==> src/rtl/icdf_lane_arbiter_if.sv <==
// rtl/icdf_lane_arbiter_if.sv - lane-side and shared-unit-side handshake bundle for icdf_lane_arbiter
interface icdf_lane_arbiter_if #(
    parameter int N     = 4,
    parameter int WIDTH = 32,
    parameter int DEPTH = 8
);
    logic [N-1:0]             req_valid;
    logic [N-1:0]             req_ready;
    logic [N*WIDTH-1:0]       req_u;
    logic [N-1:0]             rsp_valid;
    logic [N-1:0]             rsp_ready;
    logic [N*WIDTH-1:0]       rsp_z;
    logic                     icdf_valid_in;
    logic                     icdf_ready_out;
    logic [WIDTH-1:0]         icdf_u_in;
    logic                     icdf_valid_out;
    logic                     icdf_ready_in;
    logic [WIDTH-1:0]         icdf_z_out;
    logic [$clog2(DEPTH):0]   inflight;

    // The arbiter itself.
    modport slave (
        input  req_valid, req_u, rsp_ready, icdf_ready_out, icdf_valid_out, icdf_z_out,
        output req_ready, rsp_valid, rsp_z, icdf_valid_in, icdf_u_in, icdf_ready_in, inflight
    );

    // Lanes plus shared inverse-CDF unit, seen from outside the arbiter.
    modport master (
        output req_valid, req_u, rsp_ready, icdf_ready_out, icdf_valid_out, icdf_z_out,
        input  req_ready, rsp_valid, rsp_z, icdf_valid_in, icdf_u_in, icdf_ready_in, inflight
    );
endinterface

==> src/rtl/icdf_lane_arbiter.sv <==
// rtl/icdf_lane_arbiter.sv - round-robin sharing of one inverse-CDF pipeline among N lanes
module icdf_lane_arbiter #(
    parameter int N     = 4,
    parameter int WIDTH = 32,
    parameter int QFRAC = 16,
    parameter int DEPTH = 8
) (
    input  logic               clk,
    input  logic               rst_n,
    icdf_lane_arbiter_if.slave bus
);
    localparam int PW = (N > 1) ? $clog2(N) : 1;
    localparam int AW = $clog2(DEPTH);
    localparam int CW = AW + 1;

    localparam logic [WIDTH-1:0] U_ONE = {{(WIDTH-1){1'b0}}, 1'b1} << QFRAC;
    localparam logic [WIDTH-1:0] U_MAX = U_ONE - {{(WIDTH-1){1'b0}}, 1'b1};
    localparam logic [WIDTH-1:0] U_MIN = {{(WIDTH-1){1'b0}}, 1'b1};
    localparam logic [PW:0]      N_W   = (PW+1)'(N);
    localparam logic [CW-1:0]    FULL_CNT = CW'(DEPTH);

    logic [PW-1:0]    rr_ptr_q, rr_ptr_d;
    logic [AW-1:0]    wr_ptr_q, wr_ptr_d;
    logic [AW-1:0]    rd_ptr_q, rd_ptr_d;
    logic [CW-1:0]    count_q, count_d;
    logic [PW-1:0]    tag_mem_q [DEPTH];

    logic [2*N-1:0]   req_dbl;
    logic [N-1:0]     req_rot;
    logic [PW:0]      grant_sum;
    logic [PW-1:0]    grant;
    logic             found;
    logic [WIDTH-1:0] granted_u;
    logic [WIDTH-1:0] clamped_u;
    logic [PW-1:0]    head;
    logic             empty;
    logic             full;
    logic             issue;
    logic             pop;

    // Rotate requests so bit 0 is the lane at rr_ptr; the first set bit is the winner.
    always_comb begin
        req_dbl   = {bus.req_valid, bus.req_valid} >> rr_ptr_q;
        req_rot   = req_dbl[N-1:0];
        grant     = '0;
        grant_sum = '0;
        found     = 1'b0;
        for (int k = 0; k < N; k++) begin
            if (!found && req_rot[k]) begin
                found     = 1'b1;
                grant_sum = {1'b0, rr_ptr_q} + (PW+1)'(k);
                if (grant_sum >= N_W) begin
                    grant_sum = grant_sum - N_W;
                end
                grant = grant_sum[PW-1:0];
            end
        end
    end

    always_comb begin
        granted_u = '0;
        for (int k = 0; k < N; k++) begin
            if (grant == PW'(k)) begin
                granted_u = bus.req_u[k*WIDTH +: WIDTH];
            end
        end
    end

    // Keep the uniform strictly inside (0,1) so the inverse CDF never sees +/- infinity.
    always_comb begin
        if (granted_u[WIDTH-1] || (granted_u == '0)) begin
            clamped_u = U_MIN;
        end else if (granted_u >= U_ONE) begin
            clamped_u = U_MAX;
        end else begin
            clamped_u = granted_u;
        end
    end

    assign empty = (count_q == '0);
    assign full  = (count_q == FULL_CNT);
    assign head  = tag_mem_q[rd_ptr_q];

    // Full blocks issue even when a pop is under way, so no rsp_ready -> req_ready path exists.
    assign bus.icdf_valid_in = rst_n && (|bus.req_valid) && !full;
    assign bus.icdf_u_in     = clamped_u;
    assign issue             = bus.icdf_valid_in && bus.icdf_ready_out;
    assign bus.req_ready     = issue ? (N'(1) << grant) : '0;

    assign bus.icdf_ready_in = !empty && bus.rsp_ready[head];
    assign bus.rsp_valid     = (bus.icdf_valid_out && !empty) ? (N'(1) << head) : '0;
    assign bus.rsp_z         = {N{bus.icdf_z_out}};
    assign pop               = bus.icdf_valid_out && bus.icdf_ready_in;
    assign bus.inflight      = count_q;

    always_comb begin
        rr_ptr_d = rr_ptr_q;
        wr_ptr_d = wr_ptr_q;
        rd_ptr_d = rd_ptr_q;
        count_d  = count_q;
        if (issue) begin
            rr_ptr_d = (grant == PW'(N-1)) ? '0 : grant + PW'(1);
            wr_ptr_d = wr_ptr_q + AW'(1);
        end
        if (pop) begin
            rd_ptr_d = rd_ptr_q + AW'(1);
        end
        case ({issue, pop})
            2'b10:   count_d = count_q + CW'(1);
            2'b01:   count_d = count_q - CW'(1);
            default: count_d = count_q;
        endcase
    end

    always_ff @(posedge clk or negedge rst_n) begin
        if (!rst_n) begin
            rr_ptr_q <= '0;
            wr_ptr_q <= '0;
            rd_ptr_q <= '0;
            count_q  <= '0;
            for (int i = 0; i < DEPTH; i++) begin
                tag_mem_q[i] <= '0;
            end
        end else begin
            rr_ptr_q <= rr_ptr_d;
            wr_ptr_q <= wr_ptr_d;
            rd_ptr_q <= rd_ptr_d;
            count_q  <= count_d;
            if (issue) begin
                tag_mem_q[wr_ptr_q] <= grant;
            end
        end
    end

    // A result with no outstanding tag has no owner; the shared unit broke protocol.
    a_no_orphan_result: assert property (@(posedge clk) disable iff (!rst_n)
        !(bus.icdf_valid_out && empty));

    a_count_bound: assert property (@(posedge clk) disable iff (!rst_n)
        count_q <= FULL_CNT);
endmodule

==> src/flat_wrapper.sv <==
// flat-port wrapper written by rule: the top's interface ports become plain ports
module icdf_lane_arbiter_flat 
#(
    parameter int N     = 4,
    parameter int WIDTH = 32,
    parameter int QFRAC = 16,
    parameter int DEPTH = 8
)
  (clk, rst_n, bus_req_valid, bus_req_u, bus_rsp_ready, bus_icdf_ready_out, bus_icdf_valid_out, bus_icdf_z_out, bus_req_ready, bus_rsp_valid, bus_rsp_z, bus_icdf_valid_in, bus_icdf_u_in, bus_icdf_ready_in, bus_inflight);
  icdf_lane_arbiter_if #(.N(N), .WIDTH(WIDTH), .DEPTH(DEPTH)) bus_i ();
  input  logic clk;
  input  logic rst_n;
  input wire logic [$bits(bus_i.req_valid)-1:0] bus_req_valid;
  input wire logic [$bits(bus_i.req_u)-1:0] bus_req_u;
  input wire logic [$bits(bus_i.rsp_ready)-1:0] bus_rsp_ready;
  input wire logic [$bits(bus_i.icdf_ready_out)-1:0] bus_icdf_ready_out;
  input wire logic [$bits(bus_i.icdf_valid_out)-1:0] bus_icdf_valid_out;
  input wire logic [$bits(bus_i.icdf_z_out)-1:0] bus_icdf_z_out;
  output wire logic [$bits(bus_i.req_ready)-1:0] bus_req_ready;
  output wire logic [$bits(bus_i.rsp_valid)-1:0] bus_rsp_valid;
  output wire logic [$bits(bus_i.rsp_z)-1:0] bus_rsp_z;
  output wire logic [$bits(bus_i.icdf_valid_in)-1:0] bus_icdf_valid_in;
  output wire logic [$bits(bus_i.icdf_u_in)-1:0] bus_icdf_u_in;
  output wire logic [$bits(bus_i.icdf_ready_in)-1:0] bus_icdf_ready_in;
  output wire logic [$bits(bus_i.inflight)-1:0] bus_inflight;
  assign bus_i.req_valid = bus_req_valid;
  assign bus_i.req_u = bus_req_u;
  assign bus_i.rsp_ready = bus_rsp_ready;
  assign bus_i.icdf_ready_out = bus_icdf_ready_out;
  assign bus_i.icdf_valid_out = bus_icdf_valid_out;
  assign bus_i.icdf_z_out = bus_icdf_z_out;
  assign bus_req_ready = bus_i.req_ready;
  assign bus_rsp_valid = bus_i.rsp_valid;
  assign bus_rsp_z = bus_i.rsp_z;
  assign bus_icdf_valid_in = bus_i.icdf_valid_in;
  assign bus_icdf_u_in = bus_i.icdf_u_in;
  assign bus_icdf_ready_in = bus_i.icdf_ready_in;
  assign bus_inflight = bus_i.inflight;
  icdf_lane_arbiter #(.N(N), .WIDTH(WIDTH), .QFRAC(QFRAC), .DEPTH(DEPTH)) u_core (.clk(clk), .rst_n(rst_n), .bus(bus_i));
endmodule
==> config.mk <==
export PLATFORM = sky130hd
export DESIGN_NAME = icdf_lane_arbiter_flat
export DESIGN_NICKNAME = d
export VERILOG_FILES = /design/src/rtl/icdf_lane_arbiter_if.sv /design/src/rtl/icdf_lane_arbiter.sv /design/src/flat_wrapper.sv
export SDC_FILE = /design/constraint.sdc
export NUM_CORES = 1
export LEC_CHECK = 0
export ABC_AREA = 0
export BUFFER_PORTS_ARGS = -buffer_cell sky130_fd_sc_hd__buf_4
export CAP_MARGIN = 20
export CORE_AREA = 2 2 134 136
export DETAILED_ROUTE_END_ITERATION = 8
export DIE_AREA = 0 0 136 138
export GPL_TIMING_DRIVEN = 0
export PLACE_DENSITY = 0.5
export RECOVER_POWER = 25
export SYNTH_ARGS = -nofsm -noshare
export SYNTH_HDL_FRONTEND = slang
export SYNTH_SLANG_ARGS = --single-unit
==> constraint.sdc <==
create_clock -name clk -period 8.8 [get_ports clk]
set_clock_uncertainty 0.15 [all_clocks]
set_input_delay 0.88 -clock clk [delete_from_list [all_inputs] [get_ports clk]]
set_output_delay 0.88 -clock clk [all_outputs]
set_load 0.01 [all_outputs]
==> results_dict.tcl, run 1 <==
set metrics [dict create \
    async_reset_ff_share_pct 100 \
    ff2ff_setup_slack_ps 5230 \
    min_period_ps 6110 \
    cp_data_arrival_time_ps 5080 \
    num_io_pins 346 \
    critPathCapture "bus_icdf_u_in[10]" \
    fp.dieW_um 136 \
    cellLeakagePower_nw 3.30 \
    setup_violations 0 \
    overflow 0 \
    drt_first_pass_iters 5 \
    max-clock-path-buffers 2 \
    start_util_pct 22.7 \
    clkLatencyLatePin_ps 260 \
    grt_pass1_wl_mm 26.3 \
    worstSetupPathType "in2out" \
    synth_flop_cell "dfrtp_1" \
    seq_area_sq_um 701 \
    ys_ff_latch 28 \
    crit_top_cell "clkbuf_1" \
    met2_usage_pct 33.4 \
    die-height_um 138 \
    port_buffers 297 \
    final_core_util_pct 37.3 \
    cts_root_buf "clkbuf_16" \
    die-area_sq_mm 0.0188 \
    clock_sinks 28 \
    cp-startpoint "bus_req_valid[3]" \
    hold_path_depth 1 \
    nets 1011 \
    avgSynthCellArea_sq_um 7.79 \
    fin_tns_setup_ps 0 \
    wl_per_cell_um 17.6 \
    drc 0 \
    grt_max_degree 30 \
    syn_inst 511 \
    critPathRequiredTime_ps 7770 \
    yosys.cell_types.count 57 \
    crit_fanout 10 \
    vias 4608 \
    max_freq_ghz 0.164 \
    post_cts.resized_instances 0 \
    crit_path_end_kind "output port" \
    p_per_area_mw_per_mm2 218 \
    r2r_end "u_core.bus.inflight[3]" \
    core-area_sq_mm 0.0175 \
    slowest_delay_ps 520 \
    post-cts-setup-buffer-count 0 \
    hold_viol 0 \
    antenna_found_initial 0 \
    violations "capacitance limit, slew limit" \
    cp_slowest_cell "a311oi_1" \
    path_clk_slew_ps 60 \
    routed_via_density 4.36 \
    hold_path.class "reg2reg" \
    place_congestion 0.829 \
    ys_seq_area_share_pct 17.6 \
    drt-total-wl_mm 18.6 \
    slew_headroom_pct -0.882 \
    postCtsHoldBufs 0 \
    cts_tree "built" \
    r2r_start "u_core.rd_ptr_q[0]" \
    crit_chain "buf_4, nand2_1, and3_1, a311oi_1, inv_1, ha_1, clkbuf_1, inv_1, clkbuf_1, o211ai_1, o211ai_1, o2111ai_1, nor3_1, clkbuf_1, a21oi_1, buf_4" \
    multi_input_area_sq_mm 0.00210 \
    areaGrowthSynthToFinish_pct 64.2 \
    min-delay-start "u_core.tag_mem_q[10]" \
    worstSetupStartpointType "input port" \
    tightestPinTransition_ps 1510 \
    grt.total_usage_pct 18.1 \
    grtUsageMet3_pct 3.92 \
    rows 49 \
    fillCellCount 1946 \
    drv_slew 30 \
    cts.htree.levels 1 \
    grt.busiest_layer "met2" \
    max-cap-violations 1 \
    drive_gt1_share_pct 54.2 \
    final.period_utilization_pct 69.4 \
    rsz0062_at_grt "no" \
    use_met1_pct 22.6 \
    ys_warn_count 0 \
    diodes 0 \
    grt_pass1_vias 4306 \
    ant_nets 0 \
    dp_hpwl_mm 16.0 \
    drtIter0Drc 194 \
    ir_drop_mv 0.130 \
    status "complete, but fails checks" \
    synth_edf_count 0 \
    numCtsBuffers 3 \
    synth_area_sq_mm 0.00398 \
    reg2reg_depth 13 \
]
==> synth_stat cells (5+ instances only) <==
| master | instances | area share [%] |
|---|---|---|
| nand3b_1 | 9 | 1.7 |
| o211ai_1 | 5 | 0.94 |
| o22ai_1 | 7 | 1.1 |
| nand3_1 | 5 | 0.63 |
| inv_1 | 12 | 1.1 |
| dfrtp_1 | 28 | 18 |
| ha_1 | 9 | 2.8 |
| nor2b_1 | 5 | 0.79 |
| a21oi_1 | 40 | 5.0 |
| and3b_1 | 6 | 1.3 |
| nand2b_1 | 9 | 1.4 |
| o21ai_0 | 28 | 3.5 |
| buf_4 | 144 | 27 |
| mux2_2 | 20 | 5.7 |
| o22a_1 | 6 | 1.3 |
| nor4_1 | 12 | 1.9 |
| nand2_1 | 48 | 4.5 |
| nor2_1 | 18 | 1.7 |
| xnor2_1 | 5 | 1.1 |
| clkbuf_1 | 19 | 1.8 |
==> critical path: cells and delay by family <==
kind / cells / cell delay [ps]
and+or+nand+nor: 3 / 680
AOI/OAI and AO/OA: 5 / 1260
adders and majority gates: 1 / 280
buffers and inverters: 7 / 1950
==> stage by stage <==
step | std cells | power, W | instance area, sq um | hold slack (ps) | worst slack, ps
final | 1056 | 0.00143 | 6540 | 353 | 2690
after global routing | 1056 | 0.00155 | 6540 | 370 | 2350
after CTS | 1056 | 0.00146 | 6640 | 357 | 2680
after detailed placement | 1053 | 0.00135 | 6560 | 341 | 2670
after global placement | 1052 | 0.00135 | 6560 | 329 | 1970
after floorplan | 526 | 0.000908 | 4040 | 320 | 3870
==> power by group <==
group	switching, W	internal [W]	leakage (nW)
clock	0.0000411	0.0000602	0.0370
sequential	0.0000564	0.000192	0.348
combinational	0.000567	0.000511	2.92
==> placed cells by master (no fill, tap or decap), drive strengths merged, types with 3 or more instances in the layout <==
master	n
a21boi	4
a21o	3
a21oi	40
a221oi	3
a22oi	4
and3	4
and3b	6
buf	421
clkbuf	48
conb	16
dfrtp	28
ha	9
inv	12
mux2	22
mux2i	3
mux4	4
nand2	48
nand2b	9
nand3	5
nand3b	9
nor2	18
nor2b	5
nor3	4
nor3b	3
nor4	12
o211ai	5
o21a	4
o21ai	28
o22a	6
o22ai	7
xnor2	5
xor2	3
==> how the worst min path moves through the flow <==
| stage | slack, ps | to |
|---|---|---|
| after floorplan | 320 | u_core.tag_mem_q[12] |
| after global placement | 330 | u_core.tag_mem_q[14] |
| after detailed placement | 340 | u_core.tag_mem_q[6] |
| after CTS | 360 | u_core.tag_mem_q[6] |
| after global routing | 370 | u_core.tag_mem_q[7] |
| final | 350 | u_core.tag_mem_q[10] |
==> routing by layer <==
| layer | up-vias | routed length (um) |
|---|---|---|
| li1 | 2272 | - |
| met5 | - | 0 |
| met2 | 185 | 9390 |
| met1 | 2149 | 7670 |
| met3 | 2 | 1550 |
| met4 | 0 | 6 |
==> registers in the layout, indices dropped and copies added, names as in the netlist <==
name,count
u_core.rd_ptr_q,3
u_core.rr_ptr_q,2
u_core.tag_mem_q,16
u_core.wr_ptr_q,3
u_core.bus.inflight,4
==> final cells by class <==
type                            count  area share (%)
Timing Repair Buffer              298            32.7
Tap cell                          229            4.38
Buffer                            168            18.2
Clock buffer                        3            1.15
Multi-Input combinational cell    316            32.1
Inverter                           14           0.804
Sequential cell                    28            10.7
==> cells by family (layout without fill, tap and decap cells) <==
kind of cell	after synthesis	in the layout	share of synthesized area [%]
adder cells (fa/ha/maj)	10	10	3.33
other	1	16	0.0942
AO/OA/AOI/OAI	123	123	19.5
AND/OR/NAND/NOR	130	130	17.0
flip-flops	28	28	17.6
buffers and inverters	182	483	31.2
multiplexers	29	29	9.61
XOR/XNOR	8	8	1.76
(Power assumes the default switching activity.)
==> run 2, diff against run 1 <==
clock period = 6.2 ns   (was 8.8 ns; I/O delays follow)
==> run 2 against run 1 <==
Compared with the run above: the flow still finishes with violations (capacitance limit, slew limit); die area unchanged; routed wire length hardly changed; power increased by 43%; sequential power grew 42%; sequential share of layout area is the same; highest routed layer unchanged.
==> results_dict.tcl, run 2 (synthesized netlist as in run 1, its figures left out) <==
set metrics [dict create \
    critPathRequiredTime_ps 5430 \
    status "complete, but fails checks" \
    seq_area_sq_um 701 \
    rsz0062_at_grt "no" \
    violations "capacitance limit, slew limit" \
    rows 49 \
    grt.total_usage_pct 18.1 \
    dp_hpwl_mm 16.0 \
    p_switching_w 0.000943 \
    pwr-share-comb_pct 75.6 \
    hold_path.class "reg2reg" \
    ir_drop_mv 0.185 \
    drt-total-wl_mm 18.6 \
    drv_slew 30 \
    reg2reg_depth 13 \
    routed_via_density 4.35 \
    multi_input_area_sq_mm 0.00210 \
    vias 4593 \
    final_common_cell "buf_4" \
    overflow 0 \
    worst_hold_slack_ps 353 \
    num_io_pins 346 \
    tightestPinTransition_ps 1510 \
    crit_fanout 10 \
    place_congestion 0.829 \
    final.period_utilization_pct 91.1 \
    final_cell_mix "415 x buf_4, 48 x nand2_1, 45 x clkbuf_1, 40 x a21oi_1" \
    seq_power_share_pct 17.4 \
    fillCellCount 1946 \
    drc 0 \
    final_core_util_pct 37.3 \
    postCtsHoldBufs 0 \
    grt_max_degree 30 \
    cp_data_arrival_time_ps 4880 \
    min_period_ps 5650 \
    intPower_w 0.00109 \
    setup_violations 0 \
    max-clock-path-buffers 2 \
    max-cap-violations 1 \
    ant_nets 0 \
    fp.dieW_um 136 \
    p_per_area_mw_per_mm2 311 \
    min_to "u_core.tag_mem_q[10]" \
    path_clk_slew_ps 60 \
    numCtsBuffers 3 \
    clkLatencyLatePin_ps 260 \
    cts_root_buf "clkbuf_16" \
    wl_per_cell_um 17.6 \
    crit_path_end_kind "output port" \
    ff2ff_setup_slack_ps 2630 \
    grt_pass1_vias 4306 \
    drive_gt1_share_pct 54.2 \
    worstSetupPathType "reg2out" \
    grt_pass1_wl_mm 26.3 \
    drtIter0Drc 193 \
    diodes 0 \
    r2r_end "u_core.bus.inflight[3]" \
    nets 1011 \
    hold_path_depth 1 \
    min-delay-start "u_core.tag_mem_q[10]" \
    die-area_sq_mm 0.0188 \
    place_inst 1053 \
    hold_viol 0 \
    areaGrowthSynthToFinish_pct 64.2 \
    die-height_um 138 \
    slew_headroom_pct -0.808 \
    finalPower_w 0.00204 \
    r2r_start "u_core.rd_ptr_q[0]" \
    post_cts.resized_instances 0 \
    clock_sinks 28 \
    cellLeakagePower_nw 3.31 \
    finalNonFillerCells 1056 \
    core-area_sq_mm 0.0175 \
    top_register "u_core.tag_mem_q" \
    largest_reg_flops 16 \
    cts.htree.levels 1 \
    cts_tree "built" \
    start_util_pct 22.7 \
    drt_first_pass_iters 4 \
    worstSetupStartpointType "register" \
    pwr-share-clk_pct 7.1 \
    port_buffers 297 \
    antenna_found_initial 0 \
    switching_share_pct 46.3 \
    max_freq_ghz 0.177 \
    post-cts-setup-buffer-count 0 \
]
[run 2: cell counts in the layout (fill, tap and decap cells not counted)]
Identical to the previous run, type by type.
[run 2: metal layers]
metal  wire, um  up-vias  track usage [%]
met5          0        -                0
met2       9400      185             33.4
met4          6        0            0.493
met1       7610     2132             22.6
li1           -     2274                -
met3       1600        2             3.92
[run 2: cell type report]
| class | instances | share of cell area (%) |
|---|---|---|
| repair buffers | 298 | 32.7 |
| multi-input cells | 316 | 32.1 |
| plain buffers | 168 | 18.2 |
| flip-flops and latches | 28 | 10.7 |
| well taps | 229 | 4.38 |
| clock buffers | 3 | 1.15 |
| inverters | 14 | 0.804 |
[run 2: worst max path at each step]
stage | start | to | slack [ps] | cells past startpoint
final | u_core.rr_ptr_q[1] | bus_icdf_u_in[10] | 550 | 15
after global routing | u_core.rr_ptr_q[1] | bus_icdf_u_in[10] | 170 | 14
after CTS | u_core.rr_ptr_q[1] | bus_icdf_u_in[9] | 530 | 15
after detailed placement | bus_req_valid[3] | bus_icdf_u_in[9] | 590 | 16
after global placement | bus_req_valid[3] | bus_icdf_u_in[9] | -110 | 16
after floorplan | bus_req_valid[3] | bus_icdf_u_in[10] | 1790 | 14
[run 2: power groups by stage]
stage / Sequential, W / Combinational, W / Clock (W)
2_1_floorplan: 0.000339 / 0.000950 / 0
3_3_place_gp: 0.000355 / 0.00156 / 0
3_5_place_dp: 0.000357 / 0.00156 / 0
4_1_cts: 0.000355 / 0.00157 / 0.000147
5_1_grt: 0.000368 / 0.00169 / 0.000154
6_report: 0.000353 / 0.00154 / 0.000144
[run 2: worst max-delay path: stages, from the launching register on]
cell       delay (ps)
dfrtp_1           420
nand2b_1          170
and3_1            160
a311oi_1          520
inv_1             160
ha_1              280
clkbuf_1          290
inv_1             240
clkbuf_1          530
o211ai_1          170
o211ai_1          140
o2111ai_1         260
nor3_1            470
clkbuf_1          450
a21oi_1           160
buf_4             180
[run 2: stage by stage]
step	cell area [sq um]	setup slack, ps	setup TNS (ps)
2_1_floorplan	4040	1790	0
3_3_place_gp	6560	-112	-632
3_5_place_dp	6560	594	0
4_1_cts	6640	528	0
5_1_grt	6540	173	0
6_report	6540	550	0
